**src/rtl/branch_fwd_ctrl_pkg.sv**
```systemverilog
// Shared constants for the decode-stage branch forwarding controller:
// forwarding-select encodings and the select priority helper.
package branch_fwd_ctrl_pkg;

  // Forwarding select encoding seen by the branch comparator muxes.
  // 2'b11 is never produced.
  localparam logic [1:0] FUB_RF  = 2'b00;  // register file read value
  localparam logic [1:0] FUB_MEM = 2'b01;  // mem_out, write-back value of the W-slot instruction
  localparam logic [1:0] FUB_ALU = 2'b10;  // alu_out latched for the M-slot instruction

  // Nearest usable producer wins: a non-load in M beats anything in W.
  // A load in M cannot forward (its data is not ready), so W is considered next.
  function automatic logic [1:0] fub_select(input logic hit_m,
                                            input logic hit_m_load,
                                            input logic hit_w);
    if (hit_m && !hit_m_load) begin
      return FUB_ALU;
    end else if (hit_w) begin
      return FUB_MEM;
    end else begin
      return FUB_RF;
    end
  endfunction

endpackage

```
**src/rtl/branch_fwd_ctrl_if.sv**
```systemverilog
// Decode-side bundle for the branch forwarding controller: decode
// instruction info in, forwarding selects / stall / stall counter out.
interface branch_fwd_ctrl_if #(
  parameter int REG_ADDR_W  = 5,
  parameter int STALL_CNT_W = 16
);

  logic                   id_valid;
  logic                   id_is_branch;
  logic                   id_is_load;
  logic                   id_reg_write;
  logic [REG_ADDR_W-1:0]  id_rd;
  logic                   id_uses_rs1;
  logic                   id_uses_rs2;
  logic [REG_ADDR_W-1:0]  id_rs1;
  logic [REG_ADDR_W-1:0]  id_rs2;
  logic                   flush;
  logic [1:0]             fub_cs_1;
  logic [1:0]             fub_cs_2;
  logic                   stall;
  logic [STALL_CNT_W-1:0] stall_cnt;

  // Decoder / pipeline control side
  modport master (
    output id_valid, id_is_branch, id_is_load, id_reg_write, id_rd,
           id_uses_rs1, id_uses_rs2, id_rs1, id_rs2, flush,
    input  fub_cs_1, fub_cs_2, stall, stall_cnt
  );

  // Forwarding controller side
  modport slave (
    input  id_valid, id_is_branch, id_is_load, id_reg_write, id_rd,
           id_uses_rs1, id_uses_rs2, id_rs1, id_rs2, flush,
    output fub_cs_1, fub_cs_2, stall, stall_cnt
  );

endinterface

```
**src/rtl/branch_fwd_ctrl_fwd_src_match.sv**
```systemverilog
// Pure comparison of one decode source register against the E, M and W
// shadow slots. Producer flags already exclude invalid entries and rd == x0,
// so x0 can never match.
module fwd_src_match
  import branch_fwd_ctrl_pkg::*;
#(
  parameter int REG_ADDR_W = 5
) (
  input  logic                  uses,
  input  logic [REG_ADDR_W-1:0] rs,
  input  logic                  e_prod,
  input  logic                  e_is_load,
  input  logic [REG_ADDR_W-1:0] e_rd,
  input  logic                  m_prod,
  input  logic                  m_is_load,
  input  logic [REG_ADDR_W-1:0] m_rd,
  input  logic                  w_prod,
  input  logic [REG_ADDR_W-1:0] w_rd,
  output logic                  hit_e,
  output logic                  hit_e_load,
  output logic                  hit_m,
  output logic                  hit_m_load,
  output logic                  hit_w
);

  // Per-slot match of this source, plus load qualifiers for stall decisions
  always_comb begin
    hit_e      = uses && e_prod && (e_rd == rs);
    hit_m      = uses && m_prod && (m_rd == rs);
    hit_w      = uses && w_prod && (w_rd == rs);
    hit_e_load = hit_e && e_is_load;
    hit_m_load = hit_m && m_is_load;
  end

endmodule

```
**src/rtl/branch_fwd_ctrl.sv**
```systemverilog
// Decode-stage forwarding controller for the branch comparator. Tracks a
// shadow copy of destination info for the E, M and W slots, picks a
// forwarding source per branch operand and raises stall when the needed
// value cannot be forwarded yet. Also counts stalled cycles (saturating).
module branch_fwd_ctrl
  import branch_fwd_ctrl_pkg::*;
#(
  parameter int REG_ADDR_W  = 5,
  parameter int STALL_CNT_W = 16
) (
  input logic               clk,
  input logic               rst,
  branch_fwd_ctrl_if.slave  bus
);

  logic                   e_valid, e_reg_write, e_is_load;
  logic [REG_ADDR_W-1:0]  e_rd;
  logic                   m_valid, m_reg_write, m_is_load;
  logic [REG_ADDR_W-1:0]  m_rd;
  logic                   w_valid, w_reg_write, w_is_load;
  logic [REG_ADDR_W-1:0]  w_rd;
  logic [STALL_CNT_W-1:0] stall_cnt_q;

  logic e_prod, m_prod, w_prod;
  logic hit_e_1, hit_e_load_1, hit_m_1, hit_m_load_1, hit_w_1;
  logic hit_e_2, hit_e_load_2, hit_m_2, hit_m_load_2, hit_w_2;
  logic [1:0] fub_1, fub_2;
  logic stall_c;

  assign e_prod = e_valid && e_reg_write && (e_rd != '0);
  assign m_prod = m_valid && m_reg_write && (m_rd != '0);
  assign w_prod = w_valid && w_reg_write && (w_rd != '0);

  fwd_src_match #(.REG_ADDR_W(REG_ADDR_W)) u_match_rs1 (
    .uses(bus.id_uses_rs1), .rs(bus.id_rs1),
    .e_prod(e_prod), .e_is_load(e_is_load), .e_rd(e_rd),
    .m_prod(m_prod), .m_is_load(m_is_load), .m_rd(m_rd),
    .w_prod(w_prod), .w_rd(w_rd),
    .hit_e(hit_e_1), .hit_e_load(hit_e_load_1),
    .hit_m(hit_m_1), .hit_m_load(hit_m_load_1), .hit_w(hit_w_1)
  );

  fwd_src_match #(.REG_ADDR_W(REG_ADDR_W)) u_match_rs2 (
    .uses(bus.id_uses_rs2), .rs(bus.id_rs2),
    .e_prod(e_prod), .e_is_load(e_is_load), .e_rd(e_rd),
    .m_prod(m_prod), .m_is_load(m_is_load), .m_rd(m_rd),
    .w_prod(w_prod), .w_rd(w_rd),
    .hit_e(hit_e_2), .hit_e_load(hit_e_load_2),
    .hit_m(hit_m_2), .hit_m_load(hit_m_load_2), .hit_w(hit_w_2)
  );

  // Forwarding selects and stall; flush squashes the stall outright
  always_comb begin
    fub_1   = FUB_RF;
    fub_2   = FUB_RF;
    stall_c = 1'b0;
    if (bus.id_valid) begin
      fub_1 = fub_select(hit_m_1, hit_m_load_1, hit_w_1);
      fub_2 = fub_select(hit_m_2, hit_m_load_2, hit_w_2);
    end
    if (bus.id_valid && !bus.flush) begin
      if (bus.id_is_branch) begin
        stall_c = hit_e_1 || hit_e_2 || hit_m_load_1 || hit_m_load_2;
      end else begin
        stall_c = hit_e_load_1 || hit_e_load_2;
      end
    end
  end

  assign bus.fub_cs_1  = fub_1;
  assign bus.fub_cs_2  = fub_2;
  assign bus.stall     = stall_c;
  assign bus.stall_cnt = stall_cnt_q;

  // Shadow pipeline shift (M/W always advance; E takes a bubble on stall or flush)
  always_ff @(posedge clk) begin
    if (rst) begin
      e_valid     <= 1'b0;
      e_reg_write <= 1'b0;
      e_is_load   <= 1'b0;
      e_rd        <= '0;
      m_valid     <= 1'b0;
      m_reg_write <= 1'b0;
      m_is_load   <= 1'b0;
      m_rd        <= '0;
      w_valid     <= 1'b0;
      w_reg_write <= 1'b0;
      w_is_load   <= 1'b0;
      w_rd        <= '0;
    end else begin
      w_valid     <= m_valid;
      w_reg_write <= m_reg_write;
      w_is_load   <= m_is_load;
      w_rd        <= m_rd;
      m_valid     <= e_valid;
      m_reg_write <= e_reg_write;
      m_is_load   <= e_is_load;
      m_rd        <= e_rd;
      e_valid     <= bus.id_valid && !stall_c && !bus.flush;
      e_reg_write <= bus.id_reg_write;
      e_is_load   <= bus.id_is_load;
      e_rd        <= bus.id_rd;
    end
  end

  // Saturating count of stalled cycles since reset
  always_ff @(posedge clk) begin
    if (rst) begin
      stall_cnt_q <= '0;
    end else if (stall_c && (stall_cnt_q != '1)) begin
      stall_cnt_q <= stall_cnt_q + STALL_CNT_W'(1);
    end
  end

endmodule

```
**src/flat_wrapper.sv**
```systemverilog
// flat-port wrapper written by rule: the top's interface ports become plain ports
module branch_fwd_ctrl_flat import branch_fwd_ctrl_pkg::*;
#(
  parameter int REG_ADDR_W  = 5,
  parameter int STALL_CNT_W = 16
)
  (clk, rst, bus_id_valid, bus_id_is_branch, bus_id_is_load, bus_id_reg_write, bus_id_rd, bus_id_uses_rs1, bus_id_uses_rs2, bus_id_rs1, bus_id_rs2, bus_flush, bus_fub_cs_1, bus_fub_cs_2, bus_stall, bus_stall_cnt);
  branch_fwd_ctrl_if #(.REG_ADDR_W(REG_ADDR_W), .STALL_CNT_W(STALL_CNT_W)) bus_i ();
  input logic clk;
  input logic rst;
  input wire logic [$bits(bus_i.id_valid)-1:0] bus_id_valid;
  input wire logic [$bits(bus_i.id_is_branch)-1:0] bus_id_is_branch;
  input wire logic [$bits(bus_i.id_is_load)-1:0] bus_id_is_load;
  input wire logic [$bits(bus_i.id_reg_write)-1:0] bus_id_reg_write;
  input wire logic [$bits(bus_i.id_rd)-1:0] bus_id_rd;
  input wire logic [$bits(bus_i.id_uses_rs1)-1:0] bus_id_uses_rs1;
  input wire logic [$bits(bus_i.id_uses_rs2)-1:0] bus_id_uses_rs2;
  input wire logic [$bits(bus_i.id_rs1)-1:0] bus_id_rs1;
  input wire logic [$bits(bus_i.id_rs2)-1:0] bus_id_rs2;
  input wire logic [$bits(bus_i.flush)-1:0] bus_flush;
  output wire logic [$bits(bus_i.fub_cs_1)-1:0] bus_fub_cs_1;
  output wire logic [$bits(bus_i.fub_cs_2)-1:0] bus_fub_cs_2;
  output wire logic [$bits(bus_i.stall)-1:0] bus_stall;
  output wire logic [$bits(bus_i.stall_cnt)-1:0] bus_stall_cnt;
  assign bus_i.id_valid = bus_id_valid;
  assign bus_i.id_is_branch = bus_id_is_branch;
  assign bus_i.id_is_load = bus_id_is_load;
  assign bus_i.id_reg_write = bus_id_reg_write;
  assign bus_i.id_rd = bus_id_rd;
  assign bus_i.id_uses_rs1 = bus_id_uses_rs1;
  assign bus_i.id_uses_rs2 = bus_id_uses_rs2;
  assign bus_i.id_rs1 = bus_id_rs1;
  assign bus_i.id_rs2 = bus_id_rs2;
  assign bus_i.flush = bus_flush;
  assign bus_fub_cs_1 = bus_i.fub_cs_1;
  assign bus_fub_cs_2 = bus_i.fub_cs_2;
  assign bus_stall = bus_i.stall;
  assign bus_stall_cnt = bus_i.stall_cnt;
  branch_fwd_ctrl #(.REG_ADDR_W(REG_ADDR_W), .STALL_CNT_W(STALL_CNT_W)) u_core (.clk(clk), .rst(rst), .bus(bus_i));
endmodule
```
**config.mk**
```make
export PLATFORM = sky130hd
export DESIGN_NAME = branch_fwd_ctrl_flat
export DESIGN_NICKNAME = d
export VERILOG_FILES = /design/src/rtl/branch_fwd_ctrl_pkg.sv /design/src/rtl/branch_fwd_ctrl_if.sv /design/src/rtl/branch_fwd_ctrl_fwd_src_match.sv /design/src/rtl/branch_fwd_ctrl.sv /design/src/flat_wrapper.sv
export SDC_FILE = /design/constraint.sdc
export NUM_CORES = 1
export LEC_CHECK = 0
export ABC_AREA = 1
export CAP_MARGIN = 15
export CORE_MARGIN = 3
export CORE_UTILIZATION = 55
export CTS_CLUSTER_DIAMETER = 120
export DETAILED_ROUTE_END_ITERATION = 10
export DONT_BUFFER_PORTS = 1
export GPL_TIMING_DRIVEN = 0
export PLACE_DENSITY = 0.73
export SLEW_MARGIN = 20
export SYNTH_ARGS = -nofsm -noshare
export SYNTH_HDL_FRONTEND = slang
export SYNTH_HIERARCHICAL = 1
export SYNTH_SLANG_ARGS = --single-unit
```
**constraint.sdc**
```tcl
create_clock -name clk -period 3.07 [get_ports clk]
set_input_delay 0.1535 -clock clk [delete_from_list [all_inputs] [get_ports clk]]
set_output_delay 0.1535 -clock clk [all_outputs]
set_load 0.005 [all_outputs]
```
# Word level (Yosys, flattened, before mapping)
# Cells that the tools add are included.
# W data, S select, Z words.
word_totals:
  ff_bits: 39
  in_bits: 24
  out_inout_bits: 21
classes:
  addsub: 1
  n_eq_ne: 7
  muxes: 8
  n_reduce_logical: 39
op_table:
  columns: ["operator", "n"]
  rows:
  - ["$eq A5 B5 Y1", 6]
  - ["$logic_and A1 B1 Y1", 28]
  - ["$add A16 B1 Y16 const B", 1]
  - ["$ne A16 B16 Y1 const B", 1]
  - ["$reduce_bool A5 Y1", 3]
  - ["$mux W2", 4]
  - ["$logic_not A1 Y1", 4]
  - ["$logic_or A1 B1 Y1", 4]
  - ["$mux W1", 4]

# Depth between registers and ports, before layout
depth:
  word_depth: 12
  depth_mapped: 18
  depth_no_buf: 18

# Modules after synthesis
# The synthesis kept the hierarchy.
modules_own_cells:
  columns: ["mod", "instances", "cells_each", "area_each_um2", "seq_area_each_um2"]
  rows:
  - ["branch_fwd_ctrl", 1, 259, 1811.7, 780.7]
  - ["fwd_src_match", 2, 80, 325.3, 0.0]

# Least setup slack after synthesis
# No wires, ideal clock.
synth_timing:
  path_type: "reg2reg"
  start: "register u_core.m_rd[4]"
  end: "register u_core.stall_cnt_q[2] (netlist: u_core/bus.stall_cnt[2])"
  setup_ns: 0.116
  arrival_ns: 1.837
  t_required_ns: 2.954
  path_slack_ns: 1.118
  stages_incl_launch_ff: 19
  period_less_slack_ns: 1.952
  cell_sequence: "dfxtp_1 > inv_1 > nand3_1 > o311ai_0 > inv_1 > nand2_1 > inv_1 > nand2_1 > nor2_1 > nand3_1 > nor2_1 > nor2_1 > nand3_1 > nand2_1 > nor2_4 > nand2_4 > buf_8 > a21oi_1 > nor2_1"
synth_via:
  elab_cells_between_ends: 15
  classes_between: "eq/ne: 2; mux: 2; reduce/logical: 11"
synth_lines:
  columns: ["element", "line", "source"]
  rows:
  - ["from (decl)", "branch_fwd_ctrl.sv:19", "logic [REG_ADDR_W-1:0] m_rd;"]
  - ["from (signal assigned)", "branch_fwd_ctrl.sv:98", "m_rd <= e_rd;"]
  - ["$reduce_bool A5 Y1", "branch_fwd_ctrl.sv:31", "assign m_prod = m_valid && m_reg_write && (m_rd != '0);"]
  - ["$logic_and A1 B1 Y1", "branch_fwd_ctrl.sv:31", null]
  - ["named net u_core.m_prod", "branch_fwd_ctrl.sv:24", "logic e_prod, m_prod, w_prod;"]
  - ["$logic_and A1 B1 Y1 (2 in a row)", "branch_fwd_ctrl_fwd_src_match.sv:29", "hit_m = uses && m_prod && (m_rd == rs);"]
  - ["$logic_and A1 B1 Y1", "branch_fwd_ctrl_fwd_src_match.sv:32", "hit_m_load = hit_m && m_is_load;"]
  - ["named net u_core.hit_m_load_2", "branch_fwd_ctrl.sv:26", "logic hit_e_2, hit_e_load_2, hit_m_2, hit_m_load_2, hit_w_2;"]
  - ["$logic_or A1 B1 Y1", "branch_fwd_ctrl.sv:63", "stall_c = hit_e_1 || hit_e_2 || hit_m_load_1 || hit_m_load_2;"]
  - ["$mux W1", "branch_fwd_ctrl.sv:62", "if (bus.id_is_branch) begin"]
  - ["$mux W1", "branch_fwd_ctrl.sv:61", "if (bus.id_valid && !bus.flush) begin"]
  - ["named net bus_stall", "flat_wrapper.sv:23", "output wire logic [$bits(bus_i.stall)-1:0] bus_stall;"]
  - ["$logic_and A1 B1 Y1", "branch_fwd_ctrl.sv:110", "end else if (stall_c && (stall_cnt_q != '1)) begin"]
  - ["to (signal assigned)", "branch_fwd_ctrl.sv:111", "stall_cnt_q <= stall_cnt_q + STALL_CNT_W'(1);"]
  - ["to (decl)", "branch_fwd_ctrl.sv:22", "logic [STALL_CNT_W-1:0] stall_cnt_q;"]
# The timed path passes the listed nets, and every way through them passes these cells.
# A chain may end at the register's enable or synchronous reset.

# Worst setup path after layout
layout_timing:
  start: "register u_core.m_rd[2]"
  end: "register u_core.stall_cnt_q[4] (netlist: u_core/bus.stall_cnt[4])"
layout_via:
  elab_cells_between_ends: 15
  classes_between: "eq/ne: 2; mux: 2; reduce/logical: 11"
layout_lines:
  columns: ["element", "line"]
  rows:
  - ["$reduce_bool A5 Y1", "branch_fwd_ctrl.sv:31"]
  - ["$logic_and A1 B1 Y1", "branch_fwd_ctrl.sv:31"]
  - ["named net u_core.m_prod", "branch_fwd_ctrl.sv:24"]
  - ["$logic_and A1 B1 Y1 (2 in a row)", "branch_fwd_ctrl_fwd_src_match.sv:29"]
  - ["$logic_and A1 B1 Y1", "branch_fwd_ctrl_fwd_src_match.sv:32"]
  - ["named net u_core.hit_m_load_2", "branch_fwd_ctrl.sv:26"]
  - ["$logic_or A1 B1 Y1", "branch_fwd_ctrl.sv:63"]
  - ["$mux W1", "branch_fwd_ctrl.sv:62"]
  - ["$mux W1", "branch_fwd_ctrl.sv:61"]
  - ["$logic_and A1 B1 Y1", "branch_fwd_ctrl.sv:110"]
# The timed path passes the listed nets, and every way through them passes these cells.

==> out/results.ini <==
[outcome]
outcome=finished, final reports clean

[clocking]
cts.path.max_buffers=2
cts.repair.resized=0
cts-buffers-inserted=5
root_buffer=clkbuf_8
cts.reportedPaths.clkPinSlew_ps=70
cts.htree.levels=2
worst_skew_pair.late_latency_ps=290
cts_tree=yes
tritoncts_num_sinks=39

[power_and_ir_drop]
total_leakage_power_nw=1.28
combPwrFrac_pct=8.6
netSwitchingFraction_pct=21.8
power.net_switching_mw=0.247
power.ir.vdd_worst_mv=0.294
power_density_nw_per_um2=413
power_frac_seq_pct=47.4
power.share.clock_pct=43.9
cellInternalPower_mw=0.883

[setup_path]
worst-endpoint-required_ps=3290
crit_path_top_delay_cell=dfxtp_1
crit_path_cell_trace=inv_1, nand3_1, o311ai_0, inv_1, nand2_1, inv_1, nand2_1, nor2_1, nand3_1, nor2_1, nor2_1, nand3_1, nand3_1, nor2_2, buf_6, nand2_1, a21oi_1
path_common_cell=nand3_1
crit_path_start_kind=register
worst_path_largest_cell_delay_ps=410
worst-path-buf-inv=4
setup.worst_path.class=register to register
critical_path_peak_fanout=10
end_kind=register
path_delay_family=simple AND/OR/NAND/NOR gates
arrival_ps=2580

[min_path]
worstHoldPathType=input port to register

[sta]
final_max_slew_viol_count=0
grt_setup_unrepaired=no
final.setup_skew_ps=4.85
layout_min_cycle_time_ps=2360
clock.fmax_ghz=0.423
setup_tns_ps=0
finalHoldViolCount=0
worstMarginPinSlew_ps=550
report.final.setup_viol=0
period_share_pct=77.0
maxSlewHeadroom_pct=63.3

[global_route]
maximum_number_of_pins_on_one_net_before_global_route_repair=13
grt.total_usage_pct=22.0
grt-ovfl-total=0
grt_antenna_before_repair=0
grt_pass1_wl_mm=9.09
first_global_vias=2100

[logic_synthesis]
yosysSeqAreaShare_pct=31.7
yosysUniqueCellTypes=28
syn_area_per_cell_um2=5.88
mappedNetlistArea_um2=2460
synthesis.instances=419
syn-num-nets=444
ys_ff_latch=39
ys.warnings.count=6

[floorplan]
floorplan.die_area_um2=5320
placement_rows=23
die_height_um=72.9
placeableCoreArea_um2=4140
floorplan.initialDensity_pct=59.4
io-pin-count=45
chip_width_um=72.9

[route]
drt_first_pass_iters=4
drt_first_iter_violations=89
vias_per_cell=4.86
routed_wl_mm=5.47
drcViolationCount=0
wl_per_cell_um=11.3
antenna_violating_nets_post_route=0
detailroute.via_count=2359

[final_layout]
drive_gt1_share_pct=9.89
final_common_cell=nand2_1
layout_common_cells=nand2_1, inv_1, nor2_1
growth_of_design_area_from_synthesis_to_finish_pct=11.2
final_cell_count_no_fill=485
final_nets=459
antenna_cells_inserted=0

[flow_run]
drv_cap=0

[placed_design]
numPlacedInstances=469
io_buffer_count=0
hpwl_mm=4.24
routabilityCongestion=0.834

==> path summary, 6_finish.rpt <==
| check | start | end | slack [ps] | depth (start not counted) |
|---|---|---|---|---|
| max | u_core/m_rd[2] | u_core/bus.stall_cnt[4] | 710 | 17 |
| min | bus_id_valid | u_core/e_valid | 130 | 2 |
| max reg2reg | u_core/m_rd[2] | u_core/bus.stall_cnt[4] | 710 | 17 |
| min reg2reg | u_core/m_reg_write | u_core/w_reg_write | 430 | 2 |
==> cells in the mapped netlist <==
master / n / share of area [%]
a21oi_1: 10 / 2.0
a21oi_2: 2 / 0.71
buf_6: 1 / 0.46
buf_8: 1 / 0.61
clkbuf_1: 4 / 0.61
clkinv_1: 1 / 0.15
dfxtp_1: 39 / 32
ha_1: 1 / 0.51
inv_1: 80 / 12
inv_2: 8 / 1.2
nand2_1: 130 / 20
nand2_2: 3 / 0.76
nand2_4: 1 / 0.46
nand3_1: 19 / 3.9
nand3_2: 4 / 1.6
nand3b_1: 1 / 0.30
nand4_1: 6 / 1.5
nor2_1: 71 / 11
nor2_2: 11 / 2.8
nor2_4: 3 / 1.4
nor3_1: 3 / 0.61
nor4_1: 1 / 0.25
o21ai_0: 7 / 1.4
o21ai_2: 1 / 0.36
o311ai_0: 2 / 0.71
or2_2: 1 / 0.25
xnor2_1: 6 / 2.1
xor2_1: 2 / 0.71
==> cell families after synthesis <==
kind of cell	after synthesis	synth area share, %
adder cells (fa/ha/maj)	1	0.508
flip-flops	39	31.7
XOR/XNOR	8	2.85
AND/OR/NAND/NOR	254	44.5
buffers and inverters	95	15.2
AO/OA/AOI/OAI	22	5.23
==> timing repair <==
action / CTS / global route
hold endpoints to repair: 8 / 0
endpoints found under the setup margin: 0 / 0
buffers inserted: 0 / 0
hold buffers: 8 / 0
==> final cells by class <==
class | instances | area (µm²)
multi-input cells | 285 | 1310
well taps | 50 | 62.6
repair buffers | 8 | 80.1
fillers | 404 | 1410
flip-flops and latches | 39 | 781
clock buffers | 6 | 72.6
clock inverters | 2 | 60.1
inverters | 89 | 334
plain buffers | 6 | 41.3
==> sequential cells by signal (all words and copies together), names as in the netlist <==
| name | count |
|---|---|
| u_core/e_rd | 5 |
| u_core/w_valid | 1 |
| u_core/bus.stall_cnt | 16 |
| u_core/m_reg_write | 1 |
| u_core/w_reg_write | 1 |
| u_core/e_valid | 1 |
| u_core/w_rd | 5 |
| u_core/m_rd | 5 |
| u_core/m_valid | 1 |
| u_core/e_reg_write | 1 |
| u_core/m_is_load | 1 |
| u_core/e_is_load | 1 |
==> worst reg2reg max path: stages, from the launching register on <==
cell,delay [ps]
dfxtp_1,410
inv_1,80
nand3_1,90
o311ai_0,110
inv_1,110
nand2_1,60
inv_1,40
nand2_1,40
nor2_1,100
nand3_1,120
nor2_1,180
nor2_1,70
nand3_1,100
nand3_1,150
nor2_2,270
buf_6,190
nand2_1,70
a21oi_1,130
==> stage by stage <==
| stage | worst slack (ps) | cell area, µm² | util [%] | power, mW | hold WS [ps] |
|---|---|---|---|---|---|
| final | 705 | 2740 | 66.1 | 1.13 | 129 |
| after global routing | 395 | 2740 | 66.1 | 1.18 | 133 |
| after CTS | 694 | 2740 | 66.1 | 1.15 | 121 |
| after detailed placement | 712 | 2520 | 60.9 | 0.638 | 240 |
| after global placement | 743 | 2520 | 60.9 | 0.635 | 240 |
| after floorplan | 1120 | 2460 | - | 0.616 | 232 |
==> per-layer routing <==
layer  global-route usage, %  wire length (µm)
met5                       0                 0
met4                    7.79                59
met3                    5.51               289
met2                    39.4              2900
met1                    25.2              2220
==> power groups by stage <==
stage / sequential [mW] / combinational (mW) / clock, mW
after detailed placement: 0.548 / 0.0901 / 0
after global routing: 0.538 / 0.112 / 0.529
final: 0.536 / 0.0977 / 0.496
after floorplan: 0.542 / 0.0732 / 0
after global placement: 0.548 / 0.0878 / 0
after CTS: 0.536 / 0.0985 / 0.511
(Power assumes the default switching activity.)
